[config.mk]
export PLATFORM = sky130hd
export DESIGN_NAME = ascii_height_parser_flat
export DESIGN_NICKNAME = d
export VERILOG_FILES = /design/src/rtl/aoc_pkg.sv /design/src/rtl/ascii_height_parser_if.sv /design/src/rtl/decimal_accumulator.sv /design/src/rtl/ascii_height_parser.sv /design/src/flat_wrapper.sv
export SDC_FILE = /design/constraint.sdc
export NUM_CORES = 1
export LEC_CHECK = 0
export ABC_AREA = 0
export CELL_PAD_IN_SITES_DETAIL_PLACEMENT = 1
export CELL_PAD_IN_SITES_GLOBAL_PLACEMENT = 1
export CORE_ASPECT_RATIO = 2
export CORE_UTILIZATION = 40
export CTS_BUF_LIST = sky130_fd_sc_hd__clkbuf_8 sky130_fd_sc_hd__clkbuf_16
export DETAILED_ROUTE_END_ITERATION = 6
export GPL_TIMING_DRIVEN = 0
export PLACE_DENSITY = 0.76
export SYNTH_ARGS = -nofsm -noshare
export SYNTH_HDL_FRONTEND = slang
export SYNTH_HIERARCHICAL = 1
export SYNTH_SLANG_ARGS = --single-unit
[constraint.sdc]
create_clock -name clk -period 4.64 [get_ports clk]
set_clock_uncertainty 0.05 [all_clocks]
set_input_delay 0.928 -clock clk [delete_from_list [all_inputs] [get_ports clk]]
set_output_delay 0.928 -clock clk [all_outputs]
set_load 0.02 [all_outputs]
[src/rtl/aoc_pkg.sv]
// rtl/aoc_pkg.sv - shared constants and parser state type for the height parser
package aoc_pkg;

  localparam int HEIGHT_W = 16;

  localparam logic [7:0] ZERO = 8'h30;
  localparam logic [7:0] NINE = 8'h39;
  localparam logic [7:0] LF   = 8'h0A;
  localparam logic [7:0] CR   = 8'h0D;

  typedef enum logic [1:0] {
    IDLE,
    DIGITS,
    SKIP
  } parser_state_e;

endpackage

[src/rtl/ascii_height_parser_if.sv]
// rtl/ascii_height_parser_if.sv - byte stream in, parsed heights and status out
interface ascii_height_parser_if #(
  parameter int HEIGHT_W = aoc_pkg::HEIGHT_W
);

  logic                in_valid;
  logic                in_ready;
  logic [7:0]          in_byte;
  logic                eof;
  logic                en;
  logic [HEIGHT_W-1:0] height;
  logic [15:0]         count;
  logic                err_char;
  logic                err_ovf;

  modport master (
    output in_valid, in_byte, eof,
    input  in_ready, en, height, count, err_char, err_ovf
  );

  modport slave (
    input  in_valid, in_byte, eof,
    output in_ready, en, height, count, err_char, err_ovf
  );

endinterface

[src/rtl/decimal_accumulator.sv]
// rtl/decimal_accumulator.sv - acc*10 + digit with overflow detection
module decimal_accumulator #(
  parameter int HEIGHT_W = aoc_pkg::HEIGHT_W
) (
  input  logic [HEIGHT_W-1:0] acc,
  input  logic [3:0]          digit,
  output logic [HEIGHT_W-1:0] next_acc,
  output logic                ovf
);

  // Four extra bits always hold (2^W-1)*10+9 without wrapping.
  logic [HEIGHT_W+3:0] wide;

  assign wide     = ({4'b0000, acc} * (HEIGHT_W+4)'(10)) + (HEIGHT_W+4)'(digit);
  assign next_acc = wide[HEIGHT_W-1:0];
  assign ovf      = |wide[HEIGHT_W+3:HEIGHT_W];

endmodule

[src/rtl/ascii_height_parser.sv]
// rtl/ascii_height_parser.sv - parses LF-separated decimal heights from an ASCII byte stream
module ascii_height_parser
  import aoc_pkg::*;
#(
  parameter int HEIGHT_W = aoc_pkg::HEIGHT_W
) (
  input logic                  clk,
  input logic                  rst_n,
  ascii_height_parser_if.slave bus
);

  parser_state_e       state, state_n;
  logic [HEIGHT_W-1:0] acc, acc_n, mac_acc, emit_val;
  logic                mac_ovf, accept, is_digit, emit, set_char, set_ovf;
  logic                in_ready, en, err_char, err_ovf;
  logic [HEIGHT_W-1:0] height;
  logic [15:0]         count;

  decimal_accumulator #(.HEIGHT_W(HEIGHT_W)) u_mac (
    .acc      (acc),
    .digit    (bus.in_byte[3:0]),
    .next_acc (mac_acc),
    .ovf      (mac_ovf)
  );

  assign accept   = bus.in_valid && in_ready;
  assign is_digit = (bus.in_byte >= ZERO) && (bus.in_byte <= NINE);

  always_comb begin
    state_n  = state;
    acc_n    = acc;
    emit     = 1'b0;
    emit_val = acc;
    set_char = 1'b0;
    set_ovf  = 1'b0;

    if (accept && bus.in_byte != CR) begin
      case (state)
        IDLE, DIGITS: begin
          if (is_digit) begin
            if (mac_ovf) begin
              set_ovf = 1'b1;
              acc_n   = '0;
              state_n = SKIP;
            end else begin
              acc_n   = mac_acc;
              state_n = DIGITS;
            end
          end else if (bus.in_byte == LF) begin
            emit    = (state == DIGITS);
            acc_n   = '0;
            state_n = IDLE;
          end else begin
            set_char = 1'b1;
            acc_n    = '0;
            state_n  = SKIP;
          end
        end
        default: begin
          if (bus.in_byte == LF) state_n = IDLE;
        end
      endcase
    end

    // eof terminates whatever state the byte (if any) left behind.
    if (bus.eof) begin
      if (state_n == DIGITS) begin
        emit     = 1'b1;
        emit_val = acc_n;
      end
      acc_n   = '0;
      state_n = IDLE;
    end
  end

  always_ff @(posedge clk or negedge rst_n) begin
    if (!rst_n) begin
      state    <= IDLE;
      acc      <= '0;
      en       <= 1'b0;
      height   <= '0;
      count    <= '0;
      err_char <= 1'b0;
      err_ovf  <= 1'b0;
      in_ready <= 1'b0;
    end else begin
      state    <= state_n;
      acc      <= acc_n;
      en       <= emit;
      in_ready <= 1'b1;
      if (emit) height <= emit_val;
      if (emit && count != 16'hFFFF) count <= count + 16'd1;
      if (set_char) err_char <= 1'b1;
      if (set_ovf) err_ovf <= 1'b1;
    end
  end

  assign bus.in_ready = in_ready;
  assign bus.en       = en;
  assign bus.height   = height;
  assign bus.count    = count;
  assign bus.err_char = err_char;
  assign bus.err_ovf  = err_ovf;

endmodule

[src/flat_wrapper.sv]
// flat-port wrapper written by rule: the top's interface ports become plain ports
module ascii_height_parser_flat import aoc_pkg::*;
#(
  parameter int HEIGHT_W = aoc_pkg::HEIGHT_W
)
  (clk, rst_n, bus_in_valid, bus_in_byte, bus_eof, bus_in_ready, bus_en, bus_height, bus_count, bus_err_char, bus_err_ovf);
  ascii_height_parser_if #(.HEIGHT_W(HEIGHT_W)) bus_i ();
  input logic clk;
  input logic rst_n;
  input wire logic [$bits(bus_i.in_valid)-1:0] bus_in_valid;
  input wire logic [$bits(bus_i.in_byte)-1:0] bus_in_byte;
  input wire logic [$bits(bus_i.eof)-1:0] bus_eof;
  output wire logic [$bits(bus_i.in_ready)-1:0] bus_in_ready;
  output wire logic [$bits(bus_i.en)-1:0] bus_en;
  output wire logic [$bits(bus_i.height)-1:0] bus_height;
  output wire logic [$bits(bus_i.count)-1:0] bus_count;
  output wire logic [$bits(bus_i.err_char)-1:0] bus_err_char;
  output wire logic [$bits(bus_i.err_ovf)-1:0] bus_err_ovf;
  assign bus_i.in_valid = bus_in_valid;
  assign bus_i.in_byte = bus_in_byte;
  assign bus_i.eof = bus_eof;
  assign bus_in_ready = bus_i.in_ready;
  assign bus_en = bus_i.en;
  assign bus_height = bus_i.height;
  assign bus_count = bus_i.count;
  assign bus_err_char = bus_i.err_char;
  assign bus_err_ovf = bus_i.err_ovf;
  ascii_height_parser #(.HEIGHT_W(HEIGHT_W)) u_core (.clk(clk), .rst_n(rst_n), .bus(bus_i));
endmodule
Yosys cells after proc, flatten, opt, wreduce, memory -nomap -nowiden
Cells that the tools add are included.
{ "classes": {"addsub": 2, "multipliers": 1, "magnitude_cmp": 2, "n_eq_ne": 5, "n_mux": 28, "n_reduce_logical": 7} }
{ "op_table": {"columns": ["operator", "count"], "rows": [
  ["$mux W16", 7],
  ["$add A20 B4 Y20", 1],
  ["$mul A16 B3 Y19 const B", 1],
  ["$add A16 B1 Y16 const B", 1],
  ["$ne A16 B16 Y1 const B", 1],
  ["$mux W1", 14],
  ["$mux W2", 7],
  ["$eq A8 B4 Y1 const B", 1],
  ["$ge A8 B6 Y1 const B", 1],
  ["$le A8 B6 Y1 const B", 1],
  ["$ne A8 B4 Y1 const B", 1],
  ["$eq A2 B1 Y1 const B", 2],
  ["$logic_and A1 B1 Y1", 4],
  ["$reduce_or A4 Y1", 1],
  ["$logic_not A2 Y1", 1],
  ["$reduce_or A2 Y1", 1]
]} }
{ "word_totals": {"register_bits": 54, "inputBits": 12, "output_inout_bits": 36, "word_cells": 53} }

Longest topological paths before layout
{ "logic_depth": {"depth_word": 11, "depth_mapped": 16, "mapped_depth_nobuf": 15} }

Cells and area by module
Netlist, hierarchy kept.
{ "by_module_without_submodules": {"columns": ["module", "n_inst", "cells_each", "area_each_um2", "seq_area_each_um2"], "rows": [
  ["ascii_height_parser", 1, 218, 2511.2, 1351.3],
  ["decimal_accumulator", 1, 161, 1367.6, 0.0]
]} }

Worst setup path before layout
OpenSTA, ideal clock, no wires.
{ "synth_timing": {"kind": "reg-to-reg", "from": "register u_core.acc[1]", "to": "register u_core.count[12] (netlist: u_core/bus.count[12])", "setup_time_ns": 0.128, "t_arrival_ns": 4.158, "required_ns": 4.462, "slack_ns": 0.304, "path_stages_with_launch": 16, "path_buffers": 0, "synth_period_minus_slack_ns": 4.336, "path_cell_list": "dfrtp_1 ha_1 ha_1 fa_1 a21o_2 a221oi_2 xnor2_1 nand3_1 nor4_4 nand3_1 xor2_1 o211ai_1 o31ai_4 o21ai_4 nor4b_2 mux2_1"} }
{ "synth_via": {"elab_chain_cells": 11} }
{ "synth_rtl": {"columns": ["element", "line", "rtl"], "rows": [
  ["from (decl)", "ascii_height_parser.sv:13", "logic [HEIGHT_W-1:0] acc, acc_n, mac_acc, emit_val;"],
  ["from (signal assigned)", "ascii_height_parser.sv:88", "acc <= acc_n;"],
  ["$mul A16 B3 Y19", "decimal_accumulator.sv:14", "assign wide = ({4'b0000, acc} * (HEIGHT_W+4)'(10)) + (HEIGHT_W+4)'(digit);"],
  ["$add A20 B4 Y20", "decimal_accumulator.sv:14", null],
  ["$reduce_or A4 Y1", "decimal_accumulator.sv:16", "assign ovf = |wide[HEIGHT_W+3:HEIGHT_W];"],
  ["via u_core.mac_ovf", "ascii_height_parser.sv:14", "logic mac_ovf, accept, is_digit, emit, set_char, set_ovf;"],
  ["$mux W2", "ascii_height_parser.sv:41", "if (mac_ovf) begin"],
  ["$mux W2", "ascii_height_parser.sv:40", "if (is_digit) begin"],
  ["$mux W2", "ascii_height_parser.sv:38", "case (state)"],
  ["$mux W2", "ascii_height_parser.sv:37", "if (accept && bus.in_byte != CR) begin"],
  ["$eq A2 B1 Y1", "ascii_height_parser.sv:67", "if (state_n == DIGITS) begin"],
  ["$mux W1", "ascii_height_parser.sv:67", null],
  ["$mux W1", "ascii_height_parser.sv:66", "if (bus.eof) begin"],
  ["$logic_and A1 B1 Y1", "ascii_height_parser.sv:92", "if (emit && count != 16'hFFFF) count <= count + 16'd1;"],
  ["to (signal assigned)", "ascii_height_parser.sv:92", null],
  ["to (decl)", "ascii_height_parser.sv:17", "logic [15:0] count;"]
]} }
The timed path passes the listed nets, and every way through them passes these cells.
A chain may end at the register's enable or synchronous reset.

Worst setup path after layout
{ "layout_timing": {"from": "register u_core.acc[4]", "to": "register u_core.count[12] (netlist: u_core/bus.count[12])"} }
The elaborated chain is that of the path after synthesis.

==> results.ini <==
[drt]
viasPerCell=5.97
drt_iter0_drc=136
drc=0
ant_nets=0
drt-pass1-iter-count=4
drt-total-wl_um=12000
via_count=3417
wl_per_cell_um=21.0

[synthesis]
ys.flop_type=dfrtp_1
synthXorXnorAreaFrac_pct=8.13
ys_seq_area_share_pct=34.8
syn_area_per_cell_sq_um=10.2
synth_top_family_by_area=compound AO/OA/AOI/OAI gates
synth-adder-area-share_pct=11.4
synth-compound-area-share_pct=21.9
yosys.area.top_type=dfrtp_1
synth.distinct_cells=72
synthTopCellsByArea=dfrtp_1, ha_1, xnor2_1
synth-edff-count=0
synthCells=379
yosys.area_share.simple_pct=18.8
synth_top_area_share_pct=34.8
muxShareOfSynthArea_pct=0.871
ys_warn_count=6
netlist_area_sq_um=3880
syn-num-nets=425
synth_seq_cells=54
synthArstFlopShare_pct=100

[power]
clockPowerShare_pct=43.5
worst_ir_drop_vdd_mv=0.142
pwr-share-seq_pct=47.8
p_sw_w=0.000244
p_leak_nw=2.40
p_per_area_nw_per_um2=197
intPower_w=0.000772
total_power_w=0.00102
comb_power_share_pct=8.7
switching_share_pct=24.1

[place]
dp_hpwl_um=8830
place_ws_ps=-1210
io_buffers=47
gp_congestion=0.838

[timing]
setup_viol=0
fmax_mhz=224
whs_ps=440
finalMaxSlewViolations=0
period_share_pct=96.2
post-route-min-period_ps=4460
hold_viol=0
tightestPinTransition_ps=608
slew_headroom_pct=59.4
final.setup.worst_slack_ps=178

[hold_path]
hp-class=reg2reg
hold_depth=1

[layout]
diodes=0
final_cell_mix=dfrtp_1, clkdlybuf4s50_1, buf_4, nor2_1, ha_1
syn_to_final_growth_pct=33.2
drive_above_1_share_pct=25.4
final_common_cell=dfrtp_1
layout.nets=513

[global_routing]
grt_pass1_vias=3815
overflow=0
grt_max_degree=37
antenna_found_initial=0
grtUsageTotal_pct=24.3
grt_pass1_wl_um=18900

[cts]
path_clk_slew_ps=80
hold_buffers=0
cts_tree=built
cts.sinks=54
cts_max_level=2
cts_made_buffers=5
clkLatencyLatePin_ps=300
clockBufferDepth=2
cts_root_buf=clkbuf_16

[die]
core_sq_um=9380
io_pins=48
die_w_um=71.6
placement_rows=50
start_util_pct=41.3
die_h_um=141
die-area_sq_um=10100

[job]
max_cap_violations=0

[worst_setup_path]
cp-end-kind=register
cp.required_ps=4780
arrival_ps=4600
slowest_delay_ps=460
rr_worst_depth=15
crit_path_cell_trace=ha_1 > ha_1 > nand2_1 > o311a_1 > a221oi_4 > nand2_2 > nor4_4 > nand3_1 > xor2_1 > o211ai_1 > buf_4 > o31ai_4 > o21ai_4 > nor4b_2 > mux2_1
cpMostUsedCell=ha_1
critPathKind=reg2reg
cp_max_fo=8
start_kind=register
critPathSlowestCell=dfrtp_1

[status]
status=complete, no violations

## layer usage
metal,vias up,part of all wire [%],GRT usage [%]
met4,0,2.8,10.0
met5,-,0,0
li1,1606,-,-
met3,19,2.8,2.27
met1,1701,33,22.3
met2,91,61,51.1
## critical path: cells and delay by family (launching register included)
kind	cells	cell delay [ps]
AO/OA/AOI/OAI	5	1220
XOR/XNOR	1	210
adder cells (fa/ha/maj)	2	720
buffers and inverters	1	180
flip-flops	1	460
multiplexers	1	340
AND/OR/NAND/NOR	5	1160
## state kept, by name, indices dropped and copies added (netlist names)
| signal | cells |
|---|---|
| u_core/acc | 16 |
| u_core/bus.count | 16 |
| u_core/bus.height | 16 |
| u_core/state | 2 |
| u_core/bus.en | 1 |
| u_core/bus.err_char | 1 |
| u_core/bus.err_ovf | 1 |
| u_core/bus.in_ready | 1 |
## power groups by stage
stage / logic [W] / registers [W] / clock network, W
5_1_grt: 0.0000941 / 0.000487 / 0.000467
3_3_place_gp: 0.0000824 / 0.000494 / 0
2_1_floorplan: 0.0000290 / 0.000502 / 0
6_report: 0.0000880 / 0.000486 / 0.000442
4_1_cts: 0.0000875 / 0.000486 / 0.000453
3_5_place_dp: 0.0000863 / 0.000495 / 0
## logic make-up (layout without fill, tap and decap cells)
family	count (synthesis)	after routing
adder cells (fa/ha/maj)	34	34
other	1	1
AND/OR/NAND/NOR	119	119
multiplexers	3	3
XOR/XNOR	36	36
buffers and inverters	34	123
AO/OA/AOI/OAI	98	98
flip-flops	54	54
## cell usage after synthesis (4+ instances only)
master     n
o21ai_0    6
xnor2_1   23
nand3_1    9
nand2_1   16
a221o_1   16
dfrtp_1   54
nor3_1    11
nor2_1    24
nor3_2     5
buf_4      4
ha_1      32
a22oi_1   18
clkbuf_1   6
and3_1    20
a21o_1     4
a21oi_1   13
xor2_1    13
nand4_1    6
inv_1     19
## cell type report
cell class | instances | area, sq um
Inverter | 20 | 75.1
Tap cell | 104 | 130
Timing Repair Buffer | 81 | 746
Multi-Input combinational cell | 291 | 2610
Buffer | 14 | 82.6
Fill cell | 1035 | 4220
Clock buffer | 5 | 125
Sequential cell | 54 | 1350
Clock inverter | 3 | 47.5
## through the flow
stage	util, %	instances	setup TNS [ps]	area [sq um]
floorplan	-	379	0	3880
global placement	47.7	530	-46150	4480
detailed placement	47.9	531	-51310	4490
CTS	52.8	563	0	4950
global route	55.1	572	-21.0	5170
finish	55.1	572	0	5170
## worst paths after layout
path / start / to / slack [ps]
worst min-delay path: u_core/bus.err_char / u_core/bus.err_char / 440
max in group asynchronous: rst_n / u_core/bus.height[14] / 3440
worst max-delay path: u_core/acc[4] / u_core/bus.count[12] / 180
worst max register to register: u_core/acc[4] / u_core/bus.count[12] / 180
worst min register to register: u_core/bus.err_char / u_core/bus.err_char / 440
min in group asynchronous: rst_n / u_core/bus.count[13] / 530
## what timing repair did
action | in CTS | in global routing
pin swaps | 14 | 18
gates resized for setup | 18 | 36
endpoints found under the setup margin | 52 | 49
setup buffers | 24 | 10
(Power assumes the default switching activity.)
